File: src/rtl/spgd_pkg.sv
// Shared SPGD definitions: ADC integrator state encoding, accumulator width
// helper and default ADC timing shared with the sequencer.
package spgd_pkg;

    typedef enum logic [1:0] {
        IDLE   = 2'd0,
        SETTLE = 2'd1,
        ACCUM  = 2'd2,
        DONE   = 2'd3
    } adc_state_t;

    // Default ADC timing; the sequencer derives its capture timeout from these.
    localparam int unsigned SETTLE_CYCLES_DEF = 10;
    localparam int unsigned SAMPLE_COUNT_DEF  = 1024;

    // Width that holds SAMPLE_COUNT worst-case samples without overflow.
    function automatic int unsigned acc_width(input int unsigned adc_w,
                                              input int unsigned samples);
        return adc_w + $clog2(samples);
    endfunction

endpackage

File: src/rtl/spgd_sample_acc.sv
// Clear/enable signed sample accumulator with an optional running peak.
// Peak tracking is built only when SPGD_ADC_PEAK_EN is defined; otherwise
// the peak output is a constant 0.
module spgd_sample_acc #(
    parameter int unsigned ADC_WIDTH = 14,
    parameter int unsigned ACC_WIDTH = 24
) (
    input  logic                        clk,
    input  logic                        rst,
    input  logic                        clr,
    input  logic                        en,
    input  logic signed [ADC_WIDTH-1:0] data,
    output logic signed [ACC_WIDTH-1:0] sum,
    output logic signed [ADC_WIDTH-1:0] peak
);

    logic signed [ACC_WIDTH-1:0] data_ext;

    assign data_ext = {{(ACC_WIDTH-ADC_WIDTH){data[ADC_WIDTH-1]}}, data};

    // Running sum: cleared at capture start, one add per enabled cycle.
    always_ff @(posedge clk) begin
        if (rst || clr) begin
            sum <= '0;
        end else if (en) begin
            sum <= sum + data_ext;
        end
    end

`ifdef SPGD_ADC_PEAK_EN
    // Running signed maximum, seeded with the most negative sample value.
    always_ff @(posedge clk) begin
        if (rst) begin
            peak <= '0;
        end else if (clr) begin
            peak <= {1'b1, {(ADC_WIDTH-1){1'b0}}};
        end else if (en && (data > peak)) begin
            peak <= data;
        end
    end
`else
    assign peak = '0;
`endif

endmodule

File: src/rtl/spgd_adc_integrator.sv
// SPGD ADC integrator: responder side of the ADC_EN/ADC_DONE handshake.
// Discards a settling window, integrates SAMPLE_COUNT samples into J_SUM,
// latches J+/J- on sequencer strobes and registers their difference.
// Optional ADC_PEAK reporting is enabled by defining SPGD_ADC_PEAK_EN.
module spgd_adc_integrator
    import spgd_pkg::*;
#(
    parameter int unsigned ADC_WIDTH     = 14,
    parameter int unsigned SETTLE_CYCLES = SETTLE_CYCLES_DEF,
    parameter int unsigned SAMPLE_COUNT  = SAMPLE_COUNT_DEF,
    parameter int unsigned ACC_WIDTH     = acc_width(ADC_WIDTH, SAMPLE_COUNT)
) (
    input  logic                        ADC_CLK,
    input  logic                        REG_RST,
    input  logic                        ADC_EN,
    input  logic signed [ADC_WIDTH-1:0] ADC_DATA,
    input  logic                        J_P_WRT,
    input  logic                        J_M_WRT,
    output logic                        ADC_DONE,
    output logic                        ABORT,
    output logic signed [ACC_WIDTH-1:0] J_SUM,
    output logic signed [ACC_WIDTH-1:0] J_P,
    output logic signed [ACC_WIDTH-1:0] J_M,
    output logic signed [ACC_WIDTH:0]   DELTA_J,
    output logic signed [ADC_WIDTH-1:0] ADC_PEAK
);

    // One counter serves both the settle window and the sample window.
    localparam int unsigned CNT_MAX = (SAMPLE_COUNT > SETTLE_CYCLES) ? SAMPLE_COUNT
                                                                    : SETTLE_CYCLES;
    localparam int unsigned CNT_W   = $clog2(CNT_MAX);

    adc_state_t                  state_q, state_d;
    logic [CNT_W-1:0]            cnt_q, cnt_d;
    logic                        settle_last, accum_last;
    logic                        acc_clr, acc_en, last_add;
    logic                        done_d, abort_d;
    logic                        publish_q;
    logic signed [ACC_WIDTH-1:0] acc_sum;
    logic signed [ADC_WIDTH-1:0] acc_peak;

    assign settle_last = (cnt_q == CNT_W'(SETTLE_CYCLES - 1));
    assign accum_last  = (cnt_q == CNT_W'(SAMPLE_COUNT - 1));

    // State and window counter registers.
    always_ff @(posedge ADC_CLK) begin
        if (REG_RST) begin
            state_q <= IDLE;
            cnt_q   <= '0;
        end else begin
            state_q <= state_d;
            cnt_q   <= cnt_d;
        end
    end

    // Next-state decode; ADC_EN low mid-capture always returns to IDLE.
    always_comb begin
        state_d = state_q;
        case (state_q)
            IDLE:    if (ADC_EN) state_d = SETTLE;
            SETTLE:  if (!ADC_EN) state_d = IDLE;
                     else if (settle_last) state_d = ACCUM;
            ACCUM:   if (!ADC_EN) state_d = IDLE;
                     else if (accum_last) state_d = DONE;
            DONE:    if (!ADC_EN) state_d = IDLE;
            default: state_d = IDLE;
        endcase
    end

    // Datapath controls and next values of the registered handshake outputs.
    always_comb begin
        acc_clr  = (state_q == IDLE) && ADC_EN;
        acc_en   = (state_q == ACCUM) && ADC_EN;
        last_add = acc_en && accum_last;
        done_d   = (state_q == DONE) && ADC_EN;
        abort_d  = ((state_q == SETTLE) || (state_q == ACCUM)) && !ADC_EN;
        cnt_d    = cnt_q;
        if (acc_clr) begin
            cnt_d = '0;
        end else if ((state_q == SETTLE) && ADC_EN) begin
            cnt_d = settle_last ? '0 : cnt_q + 1'b1;
        end else if (acc_en) begin
            cnt_d = accum_last ? '0 : cnt_q + 1'b1;
        end
    end

    spgd_sample_acc #(
        .ADC_WIDTH (ADC_WIDTH),
        .ACC_WIDTH (ACC_WIDTH)
    ) u_sample_acc (
        .clk  (ADC_CLK),
        .rst  (REG_RST),
        .clr  (acc_clr),
        .en   (acc_en),
        .data (ADC_DATA),
        .sum  (acc_sum),
        .peak (acc_peak)
    );

    // Handshake outputs; the sum is published the cycle after its final add.
    always_ff @(posedge ADC_CLK) begin
        if (REG_RST) begin
            ADC_DONE  <= 1'b0;
            ABORT     <= 1'b0;
            publish_q <= 1'b0;
            J_SUM     <= '0;
        end else begin
            ADC_DONE  <= done_d;
            ABORT     <= abort_d;
            publish_q <= last_add;
            if (publish_q) J_SUM <= acc_sum;
        end
    end

    // Metric latches and their full-width registered difference.
    always_ff @(posedge ADC_CLK) begin
        if (REG_RST) begin
            J_P     <= '0;
            J_M     <= '0;
            DELTA_J <= '0;
        end else begin
            if (J_P_WRT) J_P <= J_SUM;
            if (J_M_WRT) J_M <= J_SUM;
            DELTA_J <= {J_P[ACC_WIDTH-1], J_P} - {J_M[ACC_WIDTH-1], J_M};
        end
    end

`ifdef SPGD_ADC_PEAK_EN
    // Peak of the last completed capture, published alongside J_SUM.
    always_ff @(posedge ADC_CLK) begin
        if (REG_RST) begin
            ADC_PEAK <= '0;
        end else if (publish_q) begin
            ADC_PEAK <= acc_peak;
        end
    end
`else
    assign ADC_PEAK = acc_peak;
`endif

endmodule

File: config.mk
export PLATFORM = sky130hd
export DESIGN_NAME = spgd_adc_integrator
export DESIGN_NICKNAME = d
export VERILOG_FILES = /design/src/rtl/spgd_pkg.sv /design/src/rtl/spgd_sample_acc.sv /design/src/rtl/spgd_adc_integrator.sv
export SDC_FILE = /design/constraint.sdc
export NUM_CORES = 1
export LEC_CHECK = 0
export CAP_MARGIN = 25
export CORE_MARGIN = 4
export CORE_UTILIZATION = 35
export DETAILED_ROUTE_END_ITERATION = 12
export PLACE_DENSITY = 0.63
export REMOVE_ABC_BUFFERS = 1
export SETUP_SLACK_MARGIN = 0.3
export SYNTH_ARGS = -nofsm -noshare
export SYNTH_HDL_FRONTEND = slang
export SYNTH_SLANG_ARGS = --single-unit
File: constraint.sdc
create_clock -name ADC_CLK -period 7.5 [get_ports ADC_CLK]
set_clock_uncertainty 0.05 [all_clocks]
set_input_delay 1.125 -clock ADC_CLK [delete_from_list [all_inputs] [get_ports ADC_CLK]]
set_output_delay 1.125 -clock ADC_CLK [all_outputs]
set_load 0.05 [all_outputs]
==> metrics.md <==
| Metric | Value |
|---|---|
| Total gr overflow | 0 |
| Via count | 6099 |
| Slew Limit Headroom | a little over two fifths |
| Synth warn | 0 |
| CORE AREA | roughly 20000 um^2 |
| Starting DRC count in detailed routing | 310 |
| Final period util | 47.47% |
| Clock Root Buffer | clkbuf_16 |
| Drt first pass iters | 4 |
| Count leader, synth | dfxtp_1 |
| Total track usage | roughly 16% |
| Req. time, crit path | 7750 ps |
| Setup crit end kind | register |
| CTS tree | yes |
| # fillers | ~2000 |
| Peak fanout along the critical path | 14 |
| Clock transition at path regs | approximately 60 ps |
| Number of setup buffers added after CTS | 0 |
| Vias in the first global route | roughly 5900 |
| Layout overhead on the synthesized area | 26.03% |
| Crit path launch type | input port |
| Routed vias/inst | ~5 |
| Die area | about 23000 um^2 |
| Max frequency | roughly 280 MHz |
| Clock tree sinks | between 100 and 150 |
| Routed WL per cell | approximately 15 um |
| Final worst slack | 3940 ps |
| Sequential area share after synthesis | a little under two fifths |
| Final setup violation count | 0 |
| Final wirelength | 18860 um |
| # H-tree levels | 4 |
| Cells after Synth | around 850 |
| Site row count | 52 |
| Antenna Nets Post-Route | 0 |
| Residual DRC | 0 |
| Yosys top cell area share | a little under two fifths |
| Leak | 3.763 nW |
| Final hold vios | 0 |
| Pins Over Slew Limit | 0 |
| Critical path class | input port to register |
| Cell Pwr Density | about 180 nW/um^2 |
| Initial Util | roughly 36% |
| Largest net degree at the start of global routing | 86 |
| Synth Cell Area | around 7400 um^2 |
| RSZ-0062 raised after global routing | no |
| Power consumption | between 0.0015 and 0.002 W |
| First-pass GRT wire length | just over 30000 um |
| Setup TNS | 0 ps |
| CTS resizes | 0 |
| Die W | 153.2 um |
| Die Height | ~150 um |
| Nets | 1024 |
| Slew at the pin closest to its max-slew limit | between 800 and 900 ps |
| Max-Cap Viols | 0 |
| Inserted Clock Buffers | 17 |
| Port bufs | 117 |
| Initial antenna violation count | 0 |
| Routability cong. | between 0.9 and 1 |
| CTS max path bufs | 2 |
| Arr. time, crit path | roughly 3800 ps |
| Worst slack at placement | between 3000 and 4000 ps |
| Detailed placement HPWL | 13950 um |
| Peak VDD IR | 146.7 uV |
| HP Class | register to register |
| Yosys reg bits | between 100 and 150 |
| Top post-synthesis cells by count | dfxtp_1 (136), nor2_1 (128), mux2i_1 (73) |
| Synth area leaders | dfxtp_1 (37%), mux2i_1 (9.9%), ha_1 (9.2%), nor2_1 (6.5%), a21oi_1 (3.9%) |
| Avg Inst Size Synth | 8.691 um^2 |
| Skew-Pair Late Insertion Delay | about 420 ps |
| Number of enable flip-flop cells after synthesis | 0 |
| I/O Pins | approximately 130 |
| Status | finished, final reports clean |
| Yosys cell types | 69 |
| Area leader, netlist | dfxtp_1 |
| Hold_buf cts | 0 |
| N_diodes | 0 |
| Top_reg_cell synth | dfxtp_1 |
| Layout cell share with drive strength beyond 1 | slightly below 6% |
| Tmin final | between 3000 and 4000 ps |
| Async SR Flop Fraction | 0% |
## area by class of cell
| type | count | area, um^2 | share of cell area [%] |
|---|---|---|---|
| multi-input combinational | 637 | 4317 | 46.42 |
| timing repair buffer | 122 | 1206 | 12.97 |
| clock buffer | 24 | 491.7 | 5.288 |
| sequential | 136 | 2723 | 29.28 |
| clock inverter | 7 | 92.59 | 0.9957 |
| inverter | 35 | 131.4 | 1.413 |
| tap | 270 | 337.8 | 3.633 |
## metrics by stage
stage                     area (um^2)  hold WS [ps]  utilization (%)  cells
after floorplan                  7171         398.2                -    808
after global placement           8715         414.6            42.52   1200
after detailed placement         8715         417.3            42.52   1200
after CTS                        9299         428.0            45.37   1231
after global routing             9299         449.6            45.37   1231
final                            9299         430.8            45.37   1231
## registers in the layout, summed over array words and instances, names as in the netlist, 2 cells and up
name and count:
J_M 24, DELTA_J 25, cnt_q 10, J_SUM 24, J_P 24, state_q 2, u_sample_acc.sum 24
## final timing paths
kind / from / slack (ps) / end / cells past startpoint
worst max-delay path: ADC_DATA[13] / 3940 / u_sample_acc.sum[22]$_SDFFE_PP0P_ / 9
worst min-delay path: u_sample_acc.sum[5]$_SDFFE_PP0P_ / 430 / u_sample_acc.sum[5]$_SDFFE_PP0P_ / 2
worst max register to register: J_P[0]$_SDFFE_PP0P_ / 4570 / DELTA_J[22]$_SDFF_PP0_ / 10
worst min register to register: u_sample_acc.sum[5]$_SDFFE_PP0P_ / 430 / u_sample_acc.sum[5]$_SDFFE_PP0P_ / 2
## placed cells by master (no fill, tap or decap), drive strengths merged, types with 3 or more instances in the layout
master         netlist  layout
and3                 7       7
or3b                 3       3
nor3b                4       4
o21bai               9       9
or3                  3       3
and4                 4       4
a211oi              10      10
ha                  54      54
nand3               15      15
o21a                 6       6
clkinvlp             0       3
xnor2               19      19
clkbuf              26      24
xor2                18      18
nand2               67      67
nor3                15      15
inv                 35      35
nand2b               5       5
nor2               128     128
dfxtp              136     136
conb                 1      14
a21o                21      21
a221oi               5       5
a21oi               57      57
mux2                 4       4
mux2i               73      73
buf                 28       6
o21ai               35      35
clkdlybuf4s50        0     116
nand4               14      14
and2                 3       3
nor2b                7       7
o31ai                4       4
## logic make-up (layout without fill, tap and decap cells)
group                      count (synthesis)  count (layout)  share of synthesized area, %
xor gates and xnor gates                  37              37                         4.392
AOI/OAI and AO/OA                        168             168                         15.19
other                                      1              14                       0.05082
buffers and inverters                     89             188                         5.257
muxes                                     77              77                         10.62
adders and majority gates                 56              56                         9.700
and+or+nand+nor                          285             285                         17.89
DFF                                      136             136                         36.90
## critical path, stage by stage
cell and delay [ps]:
clkdlybuf4s50_1 690, ha_1 520, a21oi_1 220, o21ai_0 220
a31o_2 300, a211oi_1 310, o211a_1 220, nor3_1 50
nand3b_1 150
## per-layer routing
metal  routed length [um]  track usage, %  vias to the layer above
met4                  392           5.812                        0
met1                 8779           20.21                     2806
met3                  665           2.884                       28
li1                     -               -                     3144
met2                 9020           27.40                      121
met5                    0               0                        -
## power by group
group | switching (W) | total (W) | leakage [nW] | internal (W)
clock network | 0.000312 | 0.000834 | 0.278 | 0.000522
logic | 0.0000702 | 0.000103 | 2.39 | 0.0000331
registers | 0.00000227 | 0.000727 | 1.10 | 0.000725
Power figures use the tool's default switching activity.
